**src/rtl/riscv_trace_pkg.sv**
```systemverilog
// Shared definitions for the RISC-V trace capture unit.
//
// Contents:
//   TRACE_WORDS  number of 32-bit stream words per trace record
//   REC_W        packed record width, {pc, wb, alu}
//   *_LSB        bit offsets of each field inside a packed record
//   ser_state_t  serializer FSM states
package riscv_trace_pkg;

    localparam int unsigned WORD_W      = 32;
    localparam int unsigned TRACE_WORDS = 3;
    localparam int unsigned REC_W       = WORD_W * TRACE_WORDS;

    // Record layout: PC [95:64], WB [63:32], ALU [31:0]
    localparam int unsigned PC_LSB  = 64;
    localparam int unsigned WB_LSB  = 32;
    localparam int unsigned ALU_LSB = 0;

    // Serializer states; S_PC/S_WB/S_ALU name the word currently on out_data
    typedef enum logic [1:0] {
        S_IDLE = 2'd0,
        S_PC   = 2'd1,
        S_WB   = 2'd2,
        S_ALU  = 2'd3
    } ser_state_t;

endpackage

```
**src/rtl/riscv_trace_capture_fifo.sv**
```systemverilog
// trace_fifo: synchronous single-clock FIFO holding packed trace records.
//
// Ports:
//   clk, rst     clock and synchronous active-high reset
//   push         write push_data (ignored when full unless pop on the same edge)
//   push_data    record to store
//   pop          remove the head record (ignored when empty)
//   pop_data     head record, valid whenever empty is low
//   full, empty  derived from count
//   count        records currently stored, 0..DEPTH
//
// A push while full is accepted when a pop happens on the same edge: the head is
// read combinationally before the edge, so the write may land in the freed slot.
module trace_fifo #(
    parameter int unsigned WIDTH = 96,
    parameter int unsigned DEPTH = 8
) (
    input  logic                     clk,
    input  logic                     rst,
    input  logic                     push,
    input  logic [WIDTH-1:0]         push_data,
    input  logic                     pop,
    output logic [WIDTH-1:0]         pop_data,
    output logic                     full,
    output logic                     empty,
    output logic [$clog2(DEPTH):0]   count
);

    localparam int unsigned PTR_W = $clog2(DEPTH);
    localparam logic [PTR_W:0] FULL_COUNT = (PTR_W + 1)'(DEPTH);

    logic [WIDTH-1:0] mem [DEPTH];
    logic [PTR_W-1:0] wr_ptr;
    logic [PTR_W-1:0] rd_ptr;
    logic             do_push;
    logic             do_pop;

    assign full     = (count == FULL_COUNT);
    assign empty    = (count == '0);
    assign do_pop   = pop && !empty;
    assign do_push  = push && (!full || do_pop);
    assign pop_data = mem[rd_ptr];

    // Storage needs no reset; entries are only read once counted in.
    always_ff @(posedge clk) begin
        if (do_push) begin
            mem[wr_ptr] <= push_data;
        end
    end

    // Pointers wrap modulo DEPTH by natural overflow (DEPTH is a power of two).
    always_ff @(posedge clk) begin
        if (rst) begin
            wr_ptr <= '0;
            rd_ptr <= '0;
            count  <= '0;
        end else begin
            if (do_push) begin
                wr_ptr <= wr_ptr + 1'b1;
            end
            if (do_pop) begin
                rd_ptr <= rd_ptr + 1'b1;
            end
            case ({do_push, do_pop})
                2'b10:   count <= count + 1'b1;
                2'b01:   count <= count - 1'b1;
                default: count <= count;
            endcase
        end
    end

endmodule

```
**src/rtl/riscv_trace_capture.sv**
```systemverilog
// riscv_trace_capture: records one {pc, wb, alu} entry per distinct PC seen on the
// core's observation buses, buffers entries in a FIFO and emits each as three
// 32-bit words on a valid/ready stream (PC, WB, ALU; out_last on ALU).
//
// Ports:
//   clk, rst     core clock, synchronous active-high reset
//   cap_en       capture enable; deassertion stops new captures, buffered records drain
//   pc_in        core PC
//   wb_in        core WB1_OUT
//   alu_in       core EX_MEM_ALUOUT
//   out_data     current stream word
//   out_valid    out_data is valid
//   out_ready    consumer accepts the word
//   out_last     marks the ALU (third) word of a record
//   fifo_count   records in the FIFO, not counting the one in the serializer
//   drop_cnt     records lost to overflow, saturating
module riscv_trace_capture
    import riscv_trace_pkg::*;
#(
    parameter int unsigned DEPTH = 8,
    parameter int unsigned CNT_W = 16
) (
    input  logic                     clk,
    input  logic                     rst,
    input  logic                     cap_en,
    input  logic [31:0]              pc_in,
    input  logic [31:0]              wb_in,
    input  logic [31:0]              alu_in,
    output logic [31:0]              out_data,
    output logic                     out_valid,
    input  logic                     out_ready,
    output logic                     out_last,
    output logic [$clog2(DEPTH):0]   fifo_count,
    output logic [CNT_W-1:0]         drop_cnt
);

    // Capture-side state
    logic [31:0]      last_pc;
    logic             pc_valid;
    logic             capture;
    logic             accept;

    // FIFO interface
    logic [REC_W-1:0] push_rec;
    logic [REC_W-1:0] head_rec;
    logic             fifo_full;
    logic             fifo_empty;
    logic             pop;

    // Serializer state; hold keeps the WB and ALU words of the record in flight,
    // the PC word goes straight from the FIFO head into out_data.
    ser_state_t       state;
    logic [63:0]      hold;
    logic             load;

    // ------------------------------------------------------------------
    // Capture
    // ------------------------------------------------------------------
    assign capture  = cap_en && (!pc_valid || (pc_in != last_pc));
    assign push_rec = {pc_in, wb_in, alu_in};

    // Load event: idle, or the ALU word handshakes this edge.
    assign load = (state == S_IDLE) || ((state == S_ALU) && out_ready);
    assign pop  = load && !fifo_empty;

    // A full FIFO still takes the record when the serializer pops on this edge.
    assign accept = capture && (!fifo_full || pop);

    always_ff @(posedge clk) begin
        if (rst) begin
            last_pc  <= '0;
            pc_valid <= 1'b0;
            drop_cnt <= '0;
        end else begin
            // last_pc advances even when the record is dropped, so a stalled
            // PC does not generate repeated drop counts.
            if (capture) begin
                last_pc  <= pc_in;
                pc_valid <= 1'b1;
            end
            if (capture && !accept && (drop_cnt != '1)) begin
                drop_cnt <= drop_cnt + 1'b1;
            end
        end
    end

    // ------------------------------------------------------------------
    // Record buffer
    // ------------------------------------------------------------------
    trace_fifo #(
        .WIDTH (REC_W),
        .DEPTH (DEPTH)
    ) u_fifo (
        .clk       (clk),
        .rst       (rst),
        .push      (capture),
        .push_data (push_rec),
        .pop       (pop),
        .pop_data  (head_rec),
        .full      (fifo_full),
        .empty     (fifo_empty),
        .count     (fifo_count)
    );

    // ------------------------------------------------------------------
    // Serializer: outputs are registered together with the state so that
    // out_valid == (state != S_IDLE) and out_last == (state == S_ALU) hold
    // by construction, and nothing changes while stalled.
    // ------------------------------------------------------------------
    always_ff @(posedge clk) begin
        if (rst) begin
            state     <= S_IDLE;
            hold      <= '0;
            out_data  <= '0;
            out_valid <= 1'b0;
            out_last  <= 1'b0;
        end else begin
            unique case (state)
                S_IDLE, S_ALU: begin
                    if (load) begin
                        if (!fifo_empty) begin
                            hold      <= head_rec[63:0];
                            out_data  <= head_rec[PC_LSB +: 32];
                            out_valid <= 1'b1;
                            out_last  <= 1'b0;
                            state     <= S_PC;
                        end else begin
                            out_data  <= '0;
                            out_valid <= 1'b0;
                            out_last  <= 1'b0;
                            state     <= S_IDLE;
                        end
                    end
                end
                S_PC: begin
                    if (out_ready) begin
                        out_data <= hold[WB_LSB +: 32];
                        state    <= S_WB;
                    end
                end
                S_WB: begin
                    if (out_ready) begin
                        out_data <= hold[ALU_LSB +: 32];
                        out_last <= 1'b1;
                        state    <= S_ALU;
                    end
                end
            endcase
        end
    end

endmodule

```
**config.mk**
```make
export PLATFORM = sky130hd
export DESIGN_NAME = riscv_trace_capture
export DESIGN_NICKNAME = d
export VERILOG_FILES = /design/src/rtl/riscv_trace_pkg.sv /design/src/rtl/riscv_trace_capture_fifo.sv /design/src/rtl/riscv_trace_capture.sv
export SDC_FILE = /design/constraint.sdc
export NUM_CORES = 1
export LEC_CHECK = 0
export ABC_CLOCK_PERIOD_IN_PS = 12600
export CAP_MARGIN = 20
export CORE_MARGIN = 8
export CORE_UTILIZATION = 54
export CTS_CLUSTER_DIAMETER = 60
export DETAILED_ROUTE_END_ITERATION = 16
export GPL_TIMING_DRIVEN = 0
export MAX_ROUTING_LAYER = met4
export PLACE_DENSITY = 0.75
export SLEW_MARGIN = 0
export SYNTH_ARGS = -nofsm -noshare
export SYNTH_HDL_FRONTEND = slang
export SYNTH_SLANG_ARGS = --single-unit
```
**constraint.sdc**
```tcl
create_clock -name clk -period 12.6 [get_ports clk]
set_clock_uncertainty 0.2 [all_clocks]
set_input_delay 1.89 -clock clk [delete_from_list [all_inputs] [get_ports clk]]
set_output_delay 1.89 -clock clk [all_outputs]
set_load 0.05 [all_outputs]
```
==> results by group, run 1 <==
Drt
  – Drt wl/cell: 27.7 µm
  – Starting DRT DRC Count: 2966
  – DR vias: 19800
  – Pre-antenna DRT Iters: 7
  – Final wirelength: 87700 µm
  – Via-to-Cell Ratio: 6.25
  – DRC: 0
  – Antenna-violating nets left: 0

Setup path
  – CP max FO: 10
  – Worst setup SP type: input port
  – Setup CP Type: input port to flop
  – Critical path data arrival time: 6030 ps
  – Worst path required time: 12800 ps
  – CP endpoint kind: flop

Clock network
  – CTS tree: yes
  – Root Buffer: clkbuf_16
  – Worst-path clk slew: 60 ps
  – Hold_buf cts: 0
  – PostCTS Resize Cnt: 0
  – Worst-Skew Late Latency: 650 ps
  – Cts bufs inserted: 91
  – Clk buf depth: 3
  – Clock sinks: 930
  – Setup repair bufs after CTS: 0
  – H-tree levels: 3

STA
  – Worst-Margin Slew: 1040 ps
  – Final setup viols: 0
  – FMAX: 0.172 GHz
  – Final min period: 5830 ps
  – Hold Slack: 267 ps
  – Worst slew margin: 30.9%
  – Fin. max-slew vios: 0
  – Final WS setup: 6770 ps
  – Final cycle utilization of the critical path: 46.3%
  – Setup TNS: 0 ps
  – Hold Vio Cnt, Final: 0
  – RSZ-0062 raised after global routing: false

Synthesis
  – Ys Warns: 0
  – Syn nets: 1980
  – Avg Inst Size Synth: 18.9 µm²
  – Ys async rst share: 0%
  – Most numerous cell in the Yosys netlist: edfxtp_1
  – Mapped Area: 35400 µm²
  – Mapped Cells: 1872
  – Register area share after synthesis: 74.3%
  – Cell taking the most area after synthesis: edfxtp_1
  – Yosys cell types: 52
  – Synth top cells by count: 768 x edfxtp_1, 192 x mux4_2, 162 x dfxtp_1
  – Yosys reg bits: 930
  – Ys flop type: edfxtp_1
  – Top cells by area, synth: edfxtp_1 65%, mux4_2 12%, dfxtp_1 9.2%
  – Post-synth EDFFs: 768
  – Top cell type's share of synthesized area: 65.1%

Placed design
  – Input/output buffers: 151
  – RePlAce Congestion: 0.882
  – Setup WS pre-CTS: 6140 ps
  – Inst Count DP: 2996
  – Placed inst area: 39200 µm²
  – Dpl hpwl: 61000 µm

Cells and area
  – Final std cells w/o fill: 3169
  – Share of cells above drive strength 1: 22.8%
  – # fillers: 4324
  – FF/Latch Area: 26300 µm²
  – Final instance area: 42300 µm²
  – Multi-input gate area: 8610 µm²
  – Final nets: 2333
  – Layout Utilization: 64.6%
  – Area grow syn2layout: 19.3%

Pwr
  – P_leak: 13.5 nW
  – Pwr dens: 203 nW/µm²
  – Switching power total: 2.61 mW
  – Combinational power share: 24.9%
  – Power share of the clock group: 31.8%
  – Switching portion of total power: 30.4%
  – Peak supply drop: 212 µV
  – Register share of total power: 43.3%
  – Tot Pwr: 8.60 mW
  – Total internal power: 5.99 mW

Global route
  – Largest net degree at the start of global routing: 16
  – Vias in the first global route: 20200
  – First-pass GRT wire length: 131000 µm
  – Grt ovf: 0
  – Initial antenna violation count: 4
  – Total GRT Usage: 24.3%

Die
  – I/O pin count: 154
  – Initial core utilization: 54.2%
  – Num rows: 94
  – Die Wd: 272 µm
  – Die extent in y: 272 µm
  – Core area: 65400 µm²
  – Die Area: 74100 µm²

Outcome
  – Status: complete, no violations

Flow run
  – Max-cap violations: 0

Hold path
  – Hold Path Class: flop to flop
==> layout by cell type (no fill, tap or decap), drive strengths merged, types with 2 or more instances in the layout <==
cell type / count
a211oi: 96
a21oi: 50
a222oi: 32
and2: 3
and3: 5
buf: 156
bufinv: 8
clkbuf: 188
clkdlybuf4s50: 151
clkinv: 37
clkinvlp: 5
dfxtp: 162
diode: 4
edfxtp: 768
ha: 8
inv: 10
mux2: 35
mux2i: 72
mux4: 192
nand2: 75
nand2b: 2
nand3: 10
nand4: 8
nor2: 117
nor2b: 2
nor3: 11
nor4: 9
o21ai: 10
o311ai: 2
o31ai: 11
or2: 2
or3: 6
or4: 12
xnor2: 14
xor2: 21
==> worst max-delay path, cell delays in order <==
cell and delay, ps:
clkdlybuf4s50_1 590, xnor2_1 440, nand4_1 170, or4_4 590
o31a_1 300, buf_2 180, nand2_1 350, nor4_2 70
buf_4 190, buf_6 150, buf_4 180, buf_4 200
buf_4 180, buf_4 170, buf_4 180, buf_4 180
==> final timing paths <==
| check | from | end | slack (ps) | cells after the start |
|---|---|---|---|---|
| min | last_pc[0]$_SDFFE_PP0P_ | last_pc[0]$_SDFFE_PP0P_ | 270 | 2 |
| max reg2reg | last_pc[29]$_SDFFE_PP0P_ | u_fifo.mem[4][49]$_DFFE_PP_ | 8390 | 15 |
| min reg2reg | last_pc[0]$_SDFFE_PP0P_ | last_pc[0]$_SDFFE_PP0P_ | 270 | 2 |
| max | pc_in[29] | u_fifo.mem[4][49]$_DFFE_PP_ | 6770 | 16 |
==> state kept, by name (all words and copies together), names as in the netlist, named ones only <==
signal	count
drop_cnt	16
hold	64
last_pc	32
out_data	32
out_last	1
out_valid	1
pc_valid	1
state	2
u_fifo.count	4
u_fifo.mem	768
u_fifo.rd_ptr	3
u_fifo.wr_ptr	3
==> cell type report <==
| type | count | share of cell area, % |
|---|---|---|
| sequential | 930 | 62.3 |
| clock buffer | 116 | 5.93 |
| tap | 864 | 2.56 |
| antenna | 4 | 0.0237 |
| inverter | 7 | 0.0622 |
| multi-input combinational | 816 | 20.4 |
| clock inverter | 53 | 1.29 |
| timing repair buffer | 260 | 6.25 |
| buffer | 119 | 1.26 |
==> power groups by stage <==
stage	sequential, mW	combinational [mW]	clock, mW
after floorplan	3.89	1.26	0
after global placement	3.80	2.05	0
after detailed placement	3.78	2.12	0
after CTS	3.72	2.14	2.76
after global routing	3.73	2.28	2.89
final	3.73	2.14	2.73
==> cell families (layout without fill, tap and decap cells) <==
family,count (synthesis),in the layout,share of synthesized area (%)
and+or+nand+nor,264,264,3.32
buffers and inverters,126,555,1.57
DFF,930,930,74.3
other,0,4,0
adders and majority gates,8,8,0.283
xor gates and xnor gates,35,35,0.865
AOI/OAI and AO/OA,210,210,4.36
muxes,299,299,15.4
==> routing by layer <==
metal | global-route usage, % | part of all wire (%) | vias to the layer above
met4 | 9.29 | 4.5 | 0
met5 | - | 0 | -
met1 | 32.1 | 38 | 10200
li1 | - | - | 8338
met3 | 4.72 | 8.9 | 220
met2 | 37.8 | 48 | 1050
(Power assumes the default switching activity.)
==> run 2, diff against run 1 <==
- ABC_CLOCK_PERIOD_IN_PS: 12600 -> 5800
- CORE_UTILIZATION: 54 -> 60
- PLACE_DENSITY: 0.75 -> 0.79
- clock period: 12.6 -> 5.8 ns (I/O delays scaled with it)
==> results by group, run 2 (synthesized netlist as in run 1, its figures left out) <==
Setup path
  – Critical path origin: pc_in[24]
  – Setup CP Type: input port to flop
  – Worst path required time: 5940 ps
  – CP Capture Point: u_fifo.mem[1][15]$_DFFE_PP_
  – RR Endpoint: u_fifo.mem[1][15]$_DFFE_PP_
  – CP max FO: 15
  – Worst setup SP type: input port
  – Worst r2r src: state[1]$_SDFFE_PP0P_
  – FF-to-FF path depth: 10
  – CP endpoint kind: flop
  – Critical path data arrival time: 4930 ps
  – Reg2Reg Setup Slack: 1640 ps

Global route
  – Initial antenna violation count: 7
  – Largest net degree at the start of global routing: 17
  – Vias in the first global route: 20400
  – Grt ovf: 0
  – Total GRT Usage: 27.3%
  – First-pass GRT wire length: 131000 µm

STA
  – Hold Vio Cnt, Final: 0
  – Final min period: 4790 ps
  – FMAX: 0.209 GHz
  – Worst slew margin: 32.6%
  – Worst-Margin Slew: 1010 ps
  – Final setup viols: 0
  – Hold Slack: 270 ps
  – Final WS setup: 1010 ps
  – RSZ-0062 raised after global routing: false
  – Fin. max-slew vios: 0
  – Final cycle utilization of the critical path: 82.6%

Clock network
  – Root Buffer: clkbuf_16
  – H-tree levels: 3
  – CTS tree: yes
  – Hold_buf cts: 0
  – Worst-Skew Late Latency: 660 ps
  – Worst-path clk slew: 60 ps
  – Setup repair bufs after CTS: 0
  – Clk buf depth: 3
  – Clock sinks: 930
  – Cts bufs inserted: 89
  – PostCTS Resize Cnt: 0

Drt
  – Drt wl/cell: 29.6 µm
  – Starting DRT DRC Count: 2760
  – Pre-antenna DRT Iters: 6
  – Final wirelength: 89700 µm
  – DR vias: 19900
  – Antenna-violating nets left: 0
  – Via-to-Cell Ratio: 6.55
  – DRC: 0

Cells and area
  – Most common cell after layout, fill and taps aside: edfxtp_1
  – Largest registers: u_fifo.mem: 768 flops, hold: 64 flops
  – Commonest non-fill, non-tap cells in the layout: 768 x edfxtp_1, 192 x mux4_2, 162 x dfxtp_1, 151 x clkdlybuf4s50_1, 117 x nor2_1
  – Area grow syn2layout: 19.3%
  – # fillers: 3288
  – Share of cells above drive strength 1: 20.7%
  – Largest reg by FF count: u_fifo.mem
  – Largest register FFs: 768
  – Final nets: 2284
  – Final std cells w/o fill: 3032

Outcome
  – Status: complete, no violations

Pwr
  – Peak supply drop: 360 µV
  – Pwr dens: 443 nW/µm²
  – P_leak: 13.4 nW

Placed design
  – Input/output buffers: 151
  – Dpl hpwl: 58600 µm
  – Inst Count DP: 2858
  – RePlAce Congestion: 0.873
  – Setup WS pre-CTS: 342 ps

Die
  – Num rows: 89
  – Die Area: 67100 µm²
  – I/O pin count: 154
  – Die extent in y: 259 µm
  – Initial core utilization: 60.4%
  – Die Wd: 259 µm
  – Core area: 58700 µm²

Flow run
  – Max-cap violations: 0

Hold path
  – Hold Path Class: flop to flop
[run 2: cell type report]
cell class	count	area, µm²	share of cell area [%]
repair buffers	213	2810	6.65
inverters	7	26.3	0.0621
diodes	8	20.0	0.0473
clock buffers	131	2520	5.96
clock inverters	35	440	1.04
well taps	773	967	2.29
multi-input cells	816	8660	20.5
flip-flops and latches	930	26300	62.2
plain buffers	119	531	1.25
[run 2: worst min-delay path by stage]
stage	startpoint	cells past startpoint	to
floorplan	pc_valid$_SDFFE_PP0P_	2	pc_valid$_SDFFE_PP0P_
global placement	last_pc[20]$_SDFFE_PP0P_	2	last_pc[20]$_SDFFE_PP0P_
detailed placement	last_pc[28]$_SDFFE_PP0P_	2	last_pc[28]$_SDFFE_PP0P_
CTS	last_pc[28]$_SDFFE_PP0P_	2	last_pc[28]$_SDFFE_PP0P_
global route	last_pc[27]$_SDFFE_PP0P_	2	last_pc[27]$_SDFFE_PP0P_
finish	last_pc[8]$_SDFFE_PP0P_	2	last_pc[8]$_SDFFE_PP0P_
[run 2: through the flow]
stage | instance area [µm²] | util [%] | total power [mW] | setup TNS [ps]
2_1_floorplan | 35500 | - | 11.2 | -672250
3_3_place_gp | 37900 | 64.7 | 12.7 | -4603530
3_5_place_dp | 39300 | 67.0 | 12.8 | 0
4_1_cts | 42300 | 72.0 | 18.7 | 0
5_1_grt | 42300 | 72.0 | 19.3 | 0
6_report | 42300 | 72.0 | 18.7 | 0
[run 2: worst max-delay path, cell delays in order]
cell and delay [ps]:
clkdlybuf4s50_1 790, xor2_1 330, nor4_1 80, nand2_1 150, o31a_1 140, buf_2 210, nand2_1 460, nor3_4 890
buf_16 250, buf_16 190, buf_16 170, buf_16 170, buf_8 170
[run 2: metal layers]
| layer | track usage (%) | vias to the layer above | share of wire [%] |
|---|---|---|---|
| li1 | - | 8242 | - |
| met1 | 35.2 | 10100 | 37 |
| met2 | 43.0 | 1309 | 49 |
| met3 | 4.92 | 240 | 9.9 |
| met4 | 11.7 | 0 | 4.4 |
| met5 | - | - | 0 |
[run 2: where the power goes]
| group | switching, mW | total, mW | internal (mW) |
|---|---|---|---|
| sequential | 0.432 | 8.12 | 7.69 |
| clock | 2.45 | 5.87 | 3.42 |
| combinational | 2.84 | 4.73 | 1.89 |
| total | 5.71 | 18.7 | 13.0 |
